--- src/rtl/dbus_wbuf_bridge_if.sv ---
// CPU data-bus and external-memory signal bundle for the write-buffered bridge.
// The bridge attaches through the slave modport; the CPU/memory environment uses master.
interface dbus_wbuf_bridge_if;
    logic        cpu_read;
    logic        cpu_write;
    logic [31:0] cpu_address;
    logic [31:0] cpu_data_wr;
    logic [3:0]  cpu_mask;
    logic [31:0] cpu_data_rd;
    logic        cpu_stall;
    logic        mem_req;
    logic        mem_we;
    logic [31:0] mem_addr;
    logic [31:0] mem_wdata;
    logic [3:0]  mem_be;
    logic        mem_ack;
    logic [31:0] mem_rdata;

    modport slave (
        input  cpu_read, cpu_write, cpu_address, cpu_data_wr, cpu_mask,
        input  mem_ack, mem_rdata,
        output cpu_data_rd, cpu_stall,
        output mem_req, mem_we, mem_addr, mem_wdata, mem_be
    );

    modport master (
        output cpu_read, cpu_write, cpu_address, cpu_data_wr, cpu_mask,
        output mem_ack, mem_rdata,
        input  cpu_data_rd, cpu_stall,
        input  mem_req, mem_we, mem_addr, mem_wdata, mem_be
    );
endinterface

--- src/rtl/dbus_wbuf_bridge.sv ---
// Data-bus bridge with a posted-write FIFO: stores retire with zero stall while
// space remains, and loads wait until every older store has reached memory.
module dbus_wbuf_bridge #(
    parameter int WBUF_DEPTH = 4
) (
    input logic               clk,
    input logic               rst,
    dbus_wbuf_bridge_if.slave bus_if
);
    localparam int PTR_W = $clog2(WBUF_DEPTH);
    localparam int CNT_W = PTR_W + 1;

    typedef enum logic [1:0] {IDLE, DRAIN, RD_WAIT, RD_DONE} state_e;

    state_e           state_q;
    logic [CNT_W-1:0] count_q, count_d;
    logic [PTR_W-1:0] head_q, tail_q, head_nxt;
    logic [29:0]      buf_addr_q [WBUF_DEPTH];
    logic [31:0]      buf_data_q [WBUF_DEPTH];
    logic [3:0]       buf_mask_q [WBUF_DEPTH];
    logic [31:0]      rd_buf_q;
    logic             mem_req_q, mem_we_q;
    logic [31:0]      mem_addr_q, mem_wdata_q;
    logic [3:0]       mem_be_q;

    logic             full, load_req, push, pop, ack_valid, fwd;
    logic [29:0]      entry_addr;
    logic [31:0]      entry_data;
    logic [3:0]       entry_mask;
    logic [31:0]      rd_addr;

    assign load_req  = bus_if.cpu_read & ~bus_if.cpu_write;
    assign full      = (count_q == CNT_W'(WBUF_DEPTH));
    assign push      = bus_if.cpu_write & ~full;
    assign ack_valid = bus_if.mem_ack & mem_req_q;
    assign pop       = ack_valid & (state_q == DRAIN);
    assign count_d   = count_q + CNT_W'(push) - CNT_W'(pop);
    assign head_nxt  = head_q + PTR_W'(1);
    assign rd_addr   = bus_if.cpu_address & 32'hFFFF_FFFC;

    // While draining, the next write is the entry behind the one being popped,
    // which can be the store arriving in this same cycle.
    assign fwd = (state_q == DRAIN) & push & (head_nxt == tail_q);

    always_comb begin
        entry_addr = buf_addr_q[head_q];
        entry_data = buf_data_q[head_q];
        entry_mask = buf_mask_q[head_q];
        if (fwd) begin
            entry_addr = bus_if.cpu_address[31:2];
            entry_data = bus_if.cpu_data_wr;
            entry_mask = bus_if.cpu_mask;
        end else if (state_q == DRAIN) begin
            entry_addr = buf_addr_q[head_nxt];
            entry_data = buf_data_q[head_nxt];
            entry_mask = buf_mask_q[head_nxt];
        end
    end

    always_ff @(posedge clk) begin
        if (push) begin
            buf_addr_q[tail_q] <= bus_if.cpu_address[31:2];
            buf_data_q[tail_q] <= bus_if.cpu_data_wr;
            buf_mask_q[tail_q] <= bus_if.cpu_mask;
        end
    end

    // Full-stall looks only at the registered count, so a pop in this cycle
    // frees the slot for the following cycle.
    assign bus_if.cpu_stall = ~rst & ((bus_if.cpu_write & full) |
                                      (load_req & (state_q != RD_DONE)));

    always_ff @(posedge clk) begin
        if (rst) begin
            state_q     <= IDLE;
            count_q     <= '0;
            head_q      <= '0;
            tail_q      <= '0;
            rd_buf_q    <= '0;
            mem_req_q   <= 1'b0;
            mem_we_q    <= 1'b0;
            mem_addr_q  <= '0;
            mem_wdata_q <= '0;
            mem_be_q    <= '0;
        end else begin
            count_q <= count_d;
            if (push) tail_q <= tail_q + PTR_W'(1);
            if (pop)  head_q <= head_nxt;
            case (state_q)
                IDLE: begin
                    if (count_q != '0) begin
                        state_q     <= DRAIN;
                        mem_req_q   <= 1'b1;
                        mem_we_q    <= 1'b1;
                        mem_addr_q  <= {entry_addr, 2'b00};
                        mem_wdata_q <= entry_data;
                        mem_be_q    <= entry_mask;
                    end else if (load_req) begin
                        state_q    <= RD_WAIT;
                        mem_req_q  <= 1'b1;
                        mem_we_q   <= 1'b0;
                        mem_addr_q <= rd_addr;
                        mem_be_q   <= 4'b1111;
                    end
                end
                DRAIN: begin
                    if (pop) begin
                        if (count_d != '0) begin
                            mem_addr_q  <= {entry_addr, 2'b00};
                            mem_wdata_q <= entry_data;
                            mem_be_q    <= entry_mask;
                        end else if (load_req) begin
                            state_q    <= RD_WAIT;
                            mem_we_q   <= 1'b0;
                            mem_addr_q <= rd_addr;
                            mem_be_q   <= 4'b1111;
                        end else begin
                            state_q   <= IDLE;
                            mem_req_q <= 1'b0;
                            mem_we_q  <= 1'b0;
                        end
                    end
                end
                RD_WAIT: begin
                    if (ack_valid) begin
                        rd_buf_q  <= bus_if.mem_rdata;
                        mem_req_q <= 1'b0;
                        state_q   <= RD_DONE;
                    end
                end
                RD_DONE: begin
                    if (count_q != '0) begin
                        state_q     <= DRAIN;
                        mem_req_q   <= 1'b1;
                        mem_we_q    <= 1'b1;
                        mem_addr_q  <= {entry_addr, 2'b00};
                        mem_wdata_q <= entry_data;
                        mem_be_q    <= entry_mask;
                    end else begin
                        state_q <= IDLE;
                    end
                end
                default: state_q <= IDLE;
            endcase
        end
    end

    assign bus_if.cpu_data_rd = rd_buf_q;
    assign bus_if.mem_req     = mem_req_q;
    assign bus_if.mem_we      = mem_we_q;
    assign bus_if.mem_addr    = mem_addr_q;
    assign bus_if.mem_wdata   = mem_wdata_q;
    assign bus_if.mem_be      = mem_be_q;
endmodule

--- src/flat_wrapper.sv ---
// flat-port wrapper written by rule: the top's interface ports become plain ports
module dbus_wbuf_bridge_flat 
#(
    parameter int WBUF_DEPTH = 4
)
  (clk, rst, bus_if_cpu_read, bus_if_cpu_write, bus_if_cpu_address, bus_if_cpu_data_wr, bus_if_cpu_mask, bus_if_mem_ack, bus_if_mem_rdata, bus_if_cpu_data_rd, bus_if_cpu_stall, bus_if_mem_req, bus_if_mem_we, bus_if_mem_addr, bus_if_mem_wdata, bus_if_mem_be);
  dbus_wbuf_bridge_if bus_if_i ();
  input logic clk;
  input logic rst;
  input wire logic [$bits(bus_if_i.cpu_read)-1:0] bus_if_cpu_read;
  input wire logic [$bits(bus_if_i.cpu_write)-1:0] bus_if_cpu_write;
  input wire logic [$bits(bus_if_i.cpu_address)-1:0] bus_if_cpu_address;
  input wire logic [$bits(bus_if_i.cpu_data_wr)-1:0] bus_if_cpu_data_wr;
  input wire logic [$bits(bus_if_i.cpu_mask)-1:0] bus_if_cpu_mask;
  input wire logic [$bits(bus_if_i.mem_ack)-1:0] bus_if_mem_ack;
  input wire logic [$bits(bus_if_i.mem_rdata)-1:0] bus_if_mem_rdata;
  output wire logic [$bits(bus_if_i.cpu_data_rd)-1:0] bus_if_cpu_data_rd;
  output wire logic [$bits(bus_if_i.cpu_stall)-1:0] bus_if_cpu_stall;
  output wire logic [$bits(bus_if_i.mem_req)-1:0] bus_if_mem_req;
  output wire logic [$bits(bus_if_i.mem_we)-1:0] bus_if_mem_we;
  output wire logic [$bits(bus_if_i.mem_addr)-1:0] bus_if_mem_addr;
  output wire logic [$bits(bus_if_i.mem_wdata)-1:0] bus_if_mem_wdata;
  output wire logic [$bits(bus_if_i.mem_be)-1:0] bus_if_mem_be;
  assign bus_if_i.cpu_read = bus_if_cpu_read;
  assign bus_if_i.cpu_write = bus_if_cpu_write;
  assign bus_if_i.cpu_address = bus_if_cpu_address;
  assign bus_if_i.cpu_data_wr = bus_if_cpu_data_wr;
  assign bus_if_i.cpu_mask = bus_if_cpu_mask;
  assign bus_if_i.mem_ack = bus_if_mem_ack;
  assign bus_if_i.mem_rdata = bus_if_mem_rdata;
  assign bus_if_cpu_data_rd = bus_if_i.cpu_data_rd;
  assign bus_if_cpu_stall = bus_if_i.cpu_stall;
  assign bus_if_mem_req = bus_if_i.mem_req;
  assign bus_if_mem_we = bus_if_i.mem_we;
  assign bus_if_mem_addr = bus_if_i.mem_addr;
  assign bus_if_mem_wdata = bus_if_i.mem_wdata;
  assign bus_if_mem_be = bus_if_i.mem_be;
  dbus_wbuf_bridge #(.WBUF_DEPTH(WBUF_DEPTH)) u_core (.clk(clk), .rst(rst), .bus_if(bus_if_i));
endmodule
--- config.mk ---
export PLATFORM = sky130hd
export DESIGN_NAME = dbus_wbuf_bridge_flat
export DESIGN_NICKNAME = d
export VERILOG_FILES = /design/src/rtl/dbus_wbuf_bridge_if.sv /design/src/rtl/dbus_wbuf_bridge.sv /design/src/flat_wrapper.sv
export SDC_FILE = /design/constraint.sdc
export NUM_CORES = 1
export LEC_CHECK = 0
export ABC_AREA = 0
export CORE_ASPECT_RATIO = 1.1
export CORE_MARGIN = 4
export CORE_UTILIZATION = 56
export CTS_CLUSTER_DIAMETER = 50
export CTS_CLUSTER_SIZE = 28
export DETAILED_ROUTE_END_ITERATION = 8
export GPL_TIMING_DRIVEN = 0
export MAX_ROUTING_LAYER = met4
export PLACE_DENSITY = 0.82
export SLEW_MARGIN = 20
export SYNTH_ARGS = -nofsm -noshare
export SYNTH_HDL_FRONTEND = slang
export SYNTH_SLANG_ARGS = --single-unit
--- constraint.sdc ---
create_clock -name clk -period 4.95 [get_ports clk]
set_clock_uncertainty 0.15 [all_clocks]
set_input_delay 0.495 -clock clk [delete_from_list [all_inputs] [get_ports clk]]
set_output_delay 0.495 -clock clk [all_outputs]
set_load 0.01 [all_outputs]
# Yosys cells after proc, flatten, opt, wreduce, memory -nomap -nowiden
# Memories as Yosys holds them, arrays and structs flattened. A register that Yosys moved wholly into a read port is not among the register bits.
# Index checks and enable logic that the tools add are counted.
# totals
ff_bits,111
mem_bits_rw,264
inputBits,105
output_inout_bits,103
word_cells,107
memories,3
# op_classes
add_sub_neg,4
n_eq_ne,14
mux,51
n_bitwise,13
n_reduce_logical,12
# mem_list
memory,depth,width,read_ports,rd_ports_with_merged_regs,write_ports,line_no,text
u_core.buf_data_q,4,32,2,1,1,dbus_wbuf_bridge.sv:19,logic [31:0] buf_data_q [WBUF_DEPTH];
u_core.buf_addr_q,4,30,2,1,1,dbus_wbuf_bridge.sv:18,logic [29:0] buf_addr_q [WBUF_DEPTH];
u_core.buf_mask_q,4,4,2,1,1,dbus_wbuf_bridge.sv:20,logic [3:0] buf_mask_q [WBUF_DEPTH];
# ops
operator,count
32-bit two-way mux,10
32-bit one-hot mux with 3 select lines,1
32-bit one-hot mux with 2 select lines,1
30-bit two-way mux,2
4-bit two-way mux,7
2-bit two-way mux,12
1-bit two-way mux,14
4-bit one-hot mux with 3 select lines,1
1-bit bitwise AND,9
3-bit nonzero test,3
"2-bit by 1-bit inequality test with 1-bit output, second input constant",4
"2-bit inequality test, second input constant",4
2-bit one-hot mux with 4 select lines,1
4-bit AND reduction,2
6-bit AND reduction,1
5-bit AND reduction,1
"2-bit by 1-bit adder with 2-bit output, second input constant",2
"2-bit == test, second input constant",2
1-bit one-hot mux with 4 select lines,1
3-bit by 1-bit adder with 3-bit output,1
"3-bit == test, second input constant",1
"3-bit by 1-bit inequality test with 1-bit output, second input constant",1
1-bit NOT,3
1-bit one-hot mux with 3 select lines,1
9 further kinds,9

# Longest topological paths before layout
# Gate-level depths: netlist of run 1.
# logic_depth
depth_word,9
ltp_mapped,15
ltp_nobuf,12

# Worst setup path after synthesis of run 1
# Ideal clock, no wire load.
# synth_path
path_type,register to register
from,register u_core.state_q[1]
to,register u_core.mem_wdata_q[22] (netlist: u_core.bus_if.mem_wdata[22])
setup_time_ps,130
t_arrival_ps,3301
t_required_ps,4670
setup_slack_ps,1369
path_stages_with_launch,16
path_buffers,3
synth_period_minus_slack_ps,3581
cell_sequence,dfxtp_1 inv_1 ha_1 clkbuf_1 clkbuf_1 nand3_1 or2_2 nand2_1 ha_1 fa_1 xor3_1 nand3_2 nand3_2 nand2_2 buf_2 o32ai_1
# synth_between
elab_chain_len,7
word_cells_on_any_way,20
cone_classes,1 x add/sub; 5 x eq/ne; 6 x mux; 3 x bitwise; 5 x reduce/logical
# synth_lines
element,line_no,text
from (decl),dbus_wbuf_bridge.sv:15,state_e state_q;
from (signal assigned),dbus_wbuf_bridge.sv:75,state_q <= IDLE;
from (signal assigned),dbus_wbuf_bridge.sv:92,state_q <= DRAIN;
from (signal assigned),dbus_wbuf_bridge.sv:99,state_q <= RD_WAIT;
branches (longest 7 deep; another with 3-bit by 1-bit subtractor with 3-bit output),-,
to (signal assigned),dbus_wbuf_bridge.sv:96,mem_wdata_q <= entry_data;
to (signal assigned),dbus_wbuf_bridge.sv:110,mem_wdata_q <= entry_data;
to (signal assigned),dbus_wbuf_bridge.sv:137,mem_wdata_q <= entry_data;
to (decl),dbus_wbuf_bridge.sv:23,"logic [31:0] mem_addr_q, mem_wdata_q;"
# Parallel ways; which one is timed is not known. The select of a mux whose other input is x is not followed.
# A chain may end at the register's enable or synchronous reset.

# Worst setup path in the final report of run 1
# Ends and elaborated chain as after synthesis.

==> impl_metrics.csv, run 1 <==
group,metric,value,unit
place,detailed_place_hpwl,30.5,mm
sta,fin_worst_hold_slack,0.304,ns
synth,yosys.area.top_type_share,0.456,
finish,area_growth,22.0,%
routing,ant_nets,0,
finish,post_route_cells_drive_above_1_share,0.188,
critical_path,timing.critical_path.to_type,"flip-flop",
finish,nets,1573,
routing,drt_iter0_markers,1351,
place,gpl.final_weighted_congestion,0.892,
critical_path,path_class,"flip-flop to flip-flop",
sta,layout_worst_path_cycle_share,0.929,
floorplanning,number_of_placement_rows,67,
grt,grt_overflow_total,0,
cts,cts_setup_buffers,0,
critical_path,worstPathRequired,5.19,ns
synth,async_flop_share,0,
synth,synth_cell_types,57,
critical_path,crit_path_max_fanout,10,
grt,grt.total_usage,0.277,
sta,finalSetupViolCount,0,
cts,clockRootBuffer,"sky130_fd_sc_hd__clkbuf_16",
synth,ys_seq_elements,377,
finish,layout.core_utilization,0.695,
sta,fmax,217,MHz
sta,time_the_final_worst_path_needs_with_i_o_delays_and_setup,4.60,ns
cts,cts.sink_count,377,
routing,drt_drc_violations_left,0,
synth,netlist.top_cell.by_area,"sky130_fd_sc_hd__edfxtp_1",
sta,measured_slew_at_the_worst_slew_check_pin,0.876,ns
floorplanning,floorplan.die.height,193,µm
synth,synth-edff-count,264,
power,leakagePower,0.00688,µW
synth,ranking_of_synthesized_cells_by_instance_count,"sky130_fd_sc_hd__edfxtp_1 (264), sky130_fd_sc_hd__mux4_2 (128), sky130_fd_sc_hd__dfxtp_1 (113)",
synth,synthesis.nets,1329,
routing,per_cell_routed_wire_length,24.6,µm
cts,number_of_cts_inserted_buffers,34,
place,post_dp_cell_area,20100,µm²
floorplanning,fp.dieW,176,µm
floorplanning,floorplan.core_area,30500,µm²
flow_run,drv_cap,0,
grt,number_of_global_route_vias_before_repair,12500,
synth,netlist_top_cells_area,"sky130_fd_sc_hd__edfxtp_1 (46%), sky130_fd_sc_hd__mux4_2 (17%), sky130_fd_sc_hd__dfxtp_1 (13%)",
synth,syn_avg_cell_area,14.3,µm²
grt,grt_max_degree,40,
floorplanning,start_util,0.570,
power,power-per-cell-area,452,nW/µm²
synth,post-synth-top-count-cell,"sky130_fd_sc_hd__edfxtp_1",
routing,via_per_inst,6.45,
min_path,timing.hold.worst.class,"flip-flop to flip-flop",
synth,synthCells,1213,
power,irDropWorstVdd,0.302,mV
run_status,run_status,"complete, no violations",
routing,detailedRoute.firstPassIterationCount,5,
sta,timing.setup.tns,0,ns
finish,finalNonFillerCells,1898,
synth,yosys_warnings,0,
cts,clkTransAtPathRegs,0.07,ns
sta,slew_headroom,0.416,
grt,global_route_wire_length_before_repair,70.6,mm
sta,slew_viol_final,0,
cts,clkLatencyLatePin,0.52,ns
cts,ctsHoldBuffers,0,
sta,hold_fails_final_rpt,0,
routing,postRouteWirelength,46.7,mm
synth,ys_dominant_reg_cell,"sky130_fd_sc_hd__edfxtp_1",
routing,dr_total_vias,12200,
floorplanning,fp.dieArea,33900,µm²
finish,design_area,21200,µm²
synth,mappedNetlistArea,17400,µm²
critical_path,critPathArrivalTime,4.84,ns
synth,synth.yosys.seq_area_share,0.586,
grt,antenna_found_initial,2,
cts,tritoncts,"done",
cts,ctsHtreeMaxLevel,2,
cts,clk_path_buf_depth,3,
floorplanning,boundaryPins,208,
critical_path,setup.worst_path.start_class,"flip-flop",
sta,rsz_0062_raised_after_global_routing,"no",
place,place_inst,1835,
place,port_buffers,204,
path summary, 6_finish.rpt:
check	start	end	slack, ns	cells after the start
worst max-delay path	u_core.state_q[1]$_SDFFE_PP0P_	u_core.bus_if.mem_wdata[22]$_SDFFE_PP0P_	0.35	15
worst min-delay path	u_core.bus_if.mem_wdata[26]$_SDFFE_PP0P_	u_core.bus_if.mem_wdata[26]$_SDFFE_PP0P_	0.30	2
worst max register to register	u_core.state_q[1]$_SDFFE_PP0P_	u_core.bus_if.mem_wdata[22]$_SDFFE_PP0P_	0.35	15
worst min register to register	u_core.bus_if.mem_wdata[26]$_SDFFE_PP0P_	u_core.bus_if.mem_wdata[26]$_SDFFE_PP0P_	0.30	2
registers in the layout (all words and copies together) (netlist names), named ones only:
register / cells
u_core.bus_if.mem_we: 1
u_core.count_q: 3
u_core.bus_if.mem_wdata: 32
u_core.tail_q: 2
u_core.bus_if.mem_req: 1
u_core.head_q: 2
u_core.bus_if.mem_addr: 32
u_core.bus_if.mem_be: 4
u_core.buf_mask_q: 16
u_core.buf_addr_q: 120
u_core.state_q: 2
u_core.buf_data_q: 128
u_core.bus_if.cpu_data_rd: 32
kinds of logic after synthesis:
group / synth area share
AO/OA/AOI/OAI: 0.102
XOR/XNOR: 0.00446
adder cells (fa/ha/maj): 0.00835
buffers and inverters: 0.0372
flip-flops: 0.586
multiplexers: 0.190
AND/OR/NAND/NOR: 0.0727
where the power goes:
group / internal [µW] / switching, µW / total, µW
clock network: 1460 / 1240 / 2700
registers: 3830 / 260 / 4090
logic: 1220 / 1590 / 2800
total: 6510 / 3090 / 9590
metal layers:
layer | wire length (µm) | GRT usage | up-vias
li1 | - | - | 5262
met1 | 17200 | 0.350 | 6043
met2 | 23600 | 0.458 | 796
met3 | 4410 | 0.0525 | 134
met4 | 1450 | 0.0909 | 0
met5 | 0 | - | -
final cells by class:
class | count | area, µm²
timing repair buffer | 208 | 2140
clock buffer | 38 | 897
fill | 2052 | 9300
inverter | 44 | 165
buffer | 100 | 483
clock inverter | 23 | 233
sequential | 377 | 10200
antenna | 2 | 5.00
multi-input combinational | 692 | 6580
tap | 414 | 518
layout by cell type, fill, tap and decap left out, types with 30 or more instances in the layout:
cell type                           n
sky130_fd_sc_hd__buf_2             37
sky130_fd_sc_hd__o21ai_0           33
sky130_fd_sc_hd__clkbuf_1          50
sky130_fd_sc_hd__mux2i_1           39
sky130_fd_sc_hd__and3_1            31
sky130_fd_sc_hd__clkbuf_16         35
sky130_fd_sc_hd__nand3_1           36
sky130_fd_sc_hd__nand2_1          108
sky130_fd_sc_hd__a21oi_1           41
sky130_fd_sc_hd__dfxtp_1          113
sky130_fd_sc_hd__a31o_1            31
sky130_fd_sc_hd__mux4_2           128
sky130_fd_sc_hd__edfxtp_1         264
sky130_fd_sc_hd__clkdlybuf4s50_1  204
sky130_fd_sc_hd__o221ai_1          30
sky130_fd_sc_hd__inv_1             40
sky130_fd_sc_hd__nor2_1            78
worst max-delay path, cell delays in order (launching register included):
cell                       delay, ns
sky130_fd_sc_hd__dfxtp_1        0.35
sky130_fd_sc_hd__inv_1          0.11
sky130_fd_sc_hd__ha_1           0.31
sky130_fd_sc_hd__clkbuf_1       0.42
sky130_fd_sc_hd__clkbuf_2       0.38
sky130_fd_sc_hd__nand3_1        0.20
sky130_fd_sc_hd__or2_2          0.34
sky130_fd_sc_hd__nand2_1        0.07
sky130_fd_sc_hd__ha_1           0.17
sky130_fd_sc_hd__fa_1           0.18
sky130_fd_sc_hd__xor3_1         0.46
sky130_fd_sc_hd__nand3_2        0.19
sky130_fd_sc_hd__nand3_2        0.26
sky130_fd_sc_hd__nand2_2        0.35
sky130_fd_sc_hd__buf_2          0.36
sky130_fd_sc_hd__o32ai_1        0.14
metrics by stage:
step	total power, µW	worst slack, ns
5_1_grt	9970	0.126
3_5_place_dp	6890	0.160
3_3_place_gp	6790	-0.567
4_1_cts	9570	0.146
2_1_floorplan	5760	1.37
6_report	9590	0.352
repair_timing:
action | in CTS | in global routing
gates resized for setup | 0 | 3
endpoints found under the setup margin | 0 | 50
hold endpoints to repair | 0 | 0
Note: power is estimated with default switching activity, not from simulation.
==> inputs of run 2 (changes only) <==
--- a/config.mk
+++ b/config.mk
@@ -14,8 +14,8 @@
 export DETAILED_ROUTE_END_ITERATION = 8
 export GPL_TIMING_DRIVEN = 0
 export MAX_ROUTING_LAYER = met4
-export PLACE_DENSITY = 0.82
-export SLEW_MARGIN = 20
+export PLACE_DENSITY = 0.8
+export SETUP_SLACK_MARGIN = 0.15
 export SYNTH_ARGS = -nofsm -noshare
 export SYNTH_HDL_FRONTEND = slang
 export SYNTH_SLANG_ARGS = --single-unit
==> run 2 against run 1 <==
Via count is essentially flat. Non-clock buffer count unchanged. First-iteration DRC count is 1.6% higher. Critical endpoint is now u_core.bus_if.mem_wdata[18]$_SDFFE_PP0P_. Largest cell class unchanged. Highest routed layer unchanged.
==> impl_metrics.csv, run 2 (synthesis results as in run 1) <==
group,metric,value,unit
cts,tritoncts,"done",
routing,drt_drc_violations_left,0,
sta,rsz_0062_raised_after_global_routing,"no",
finish,layout.core_utilization,0.695,
routing,route.layer.met1.wl,16.6,mm
critical_path,crit_path_max_fanout,10,
sta,fmax,221,MHz
place,detailed_place_hpwl,30.6,mm
sta,setup_ws,0.431,ns
sta,slew_headroom,0.367,
routing,dr_total_vias,12200,
power,leakagePower,0.00687,µW
finish,reg.largest.list,"u_core.buf_data_q x128, u_core.buf_addr_q x120",
power,total_switching_power,3080,µW
cts,ctsHtreeMaxLevel,1,
critical_path,path_class,"flip-flop to flip-flop",
sta,finalSetupViolCount,0,
finish,multiInputGateArea,6580,µm²
routing,wl_met3,4.22,mm
cts,clkLatencyLatePin,0.58,ns
power,power.sequential.fraction,0.428,
place,port_buffers,204,
grt,grt.total_usage,0.270,
sta,timing.setup.tns,0,ns
floorplanning,start_util,0.570,
finish,fillCellCount,2121,
routing,ant_nets,0,
cts,clockRootBuffer,"sky130_fd_sc_hd__clkbuf_16",
power,p_clk_frac,0.279,
grt,grt_overflow_total,0,
run_status,run_status,"complete, no violations",
cts,number_of_cts_inserted_buffers,31,
sta,fin_worst_hold_slack,0.306,ns
critical_path,worstPathRequired,5.24,ns
power,p_int,6460,µW
routing,drt_iter0_markers,1373,
finish,mostFrequentLayoutCell,"sky130_fd_sc_hd__edfxtp_1",
finish,nets,1570,
routing,met2RoutedLength,23.3,mm
sta,time_the_final_worst_path_needs_with_i_o_delays_and_setup,4.52,ns
floorplanning,number_of_placement_rows,67,
finish,layout.area.seq,10200,µm²
cts,clk_path_buf_depth,3,
finish,post_route_cells_drive_above_1_share,0.187,
floorplanning,boundaryPins,208,
critical_path,critPathArrivalTime,4.81,ns
finish,registers.top_by_ff_count,"u_core.buf_data_q",
routing,per_cell_routed_wire_length,24.1,µm
routing,postRouteWirelength,45.7,mm
sta,slew_viol_final,0,
floorplanning,floorplan.die.height,193,µm
power,post-layout-total-power,9540,µW
floorplanning,fp.dieArea,33900,µm²
sta,measured_slew_at_the_worst_slew_check_pin,0.944,ns
place,gpl.final_weighted_congestion,0.863,
power,irDropWorstVdd,0.335,mV
finish,area_growth,21.9,%
grt,number_of_global_route_vias_before_repair,12500,
sta,hold_fails_final_rpt,0,
power,p_sw_frac,0.323,
finish,largest_register_ffs,128,
flow_run,drv_cap,0,
min_path,timing.hold.worst.class,"flip-flop to flip-flop",
routing,detailedRoute.firstPassIterationCount,6,
grt,grt_max_degree,41,
routing,routed.top_layer,"met4",
cts,clkTransAtPathRegs,0.08,ns
routing,via_per_inst,6.46,
sta,layout_worst_path_cycle_share,0.913,
floorplanning,floorplan.core_area,30500,µm²
grt,global_route_wire_length_before_repair,69.4,mm
critical_path,setup.worst_path.start_class,"flip-flop",
power,power-per-cell-area,450,nW/µm²
power,comb_power_share,0.293,
critical_path,timing.critical_path.to_type,"flip-flop",
finish,mostFrequentLayoutCells,"sky130_fd_sc_hd__edfxtp_1 (264), sky130_fd_sc_hd__clkdlybuf4s50_1 (204), sky130_fd_sc_hd__mux4_2 (128)",
cts,cts.sink_count,377,
grt,antenna_found_initial,4,
cts,cts_setup_buffers,0,
place,dpl_worst_slack,0.0903,ns
floorplanning,fp.dieW,176,µm
==> run 2: what timing repair did <==
item | 4_1_cts | 5_1_grt
hold buffers | 0 | 0
endpoints found under the hold margin | 0 | 0
endpoints found under the setup margin | 30 | 30
resized for setup | 1 | 3
==> run 2: metal layers <==
metal  track usage  vias to the layer above
met5             -                        -
met4        0.0930                        0
met3        0.0498                      138
met2         0.456                      723
met1         0.333                     6116
li1              -                     5265
==> run 2: through the flow <==
stage | std cells | cell area [µm²]
after floorplan | 1213 | 17400
after global placement | 1831 | 20000
after detailed placement | 1835 | 20100
after CTS | 1892 | 21200
after global routing | 1896 | 21200
final | 1896 | 21200
==> run 2: path summary, 6_finish.rpt <==
kind	from	to	slack, ns	depth (start not counted)
setup reg to reg	u_core.count_q[0]$_SDFF_PP0_	u_core.bus_if.mem_wdata[18]$_SDFFE_PP0P_	0.43	12
hold / removal	u_core.bus_if.cpu_data_rd[19]$_SDFFE_PP0P_	u_core.bus_if.cpu_data_rd[19]$_SDFFE_PP0P_	0.31	2
hold reg to reg	u_core.bus_if.cpu_data_rd[19]$_SDFFE_PP0P_	u_core.bus_if.cpu_data_rd[19]$_SDFFE_PP0P_	0.31	2
setup / recovery	u_core.count_q[0]$_SDFF_PP0_	u_core.bus_if.mem_wdata[18]$_SDFFE_PP0P_	0.43	12
==> run 2: power groups by stage <==
| stage | clock network (µW) | registers (µW) | logic, µW |
|---|---|---|---|
| 2_1_floorplan | 0 | 4150 | 1610 |
| 3_3_place_gp | 0 | 4140 | 2650 |
| 3_5_place_dp | 0 | 4140 | 2750 |
| 4_1_cts | 2680 | 4070 | 2760 |
| 5_1_grt | 2830 | 4120 | 2980 |
| 6_report | 2660 | 4080 | 2790 |
==> run 2: layout make-up <==
cell class | count | area share
buffer | 100 | 0.0228
clock buffer | 33 | 0.0370
sequential | 377 | 0.481
clock inverter | 24 | 0.0152
antenna | 4 | 0.000472
inverter | 44 | 0.00779
multi-input combinational | 692 | 0.310
timing repair buffer | 208 | 0.101
tap | 414 | 0.0244
==> run 2: critical path, stage by stage, from the launching register on <==
cell and delay (ns):
sky130_fd_sc_hd__dfxtp_1 0.36, sky130_fd_sc_hd__o31ai_2 0.83, sky130_fd_sc_hd__inv_2 0.05, sky130_fd_sc_hd__buf_2 0.24, sky130_fd_sc_hd__clkbuf_1 0.31, sky130_fd_sc_hd__ha_1 0.31
sky130_fd_sc_hd__fa_1 0.39, sky130_fd_sc_hd__xor3_1 0.42, sky130_fd_sc_hd__nand3_2 0.19, sky130_fd_sc_hd__nand3_2 0.26, sky130_fd_sc_hd__nand2_2 0.36, sky130_fd_sc_hd__buf_2 0.37
sky130_fd_sc_hd__o32ai_2 0.14
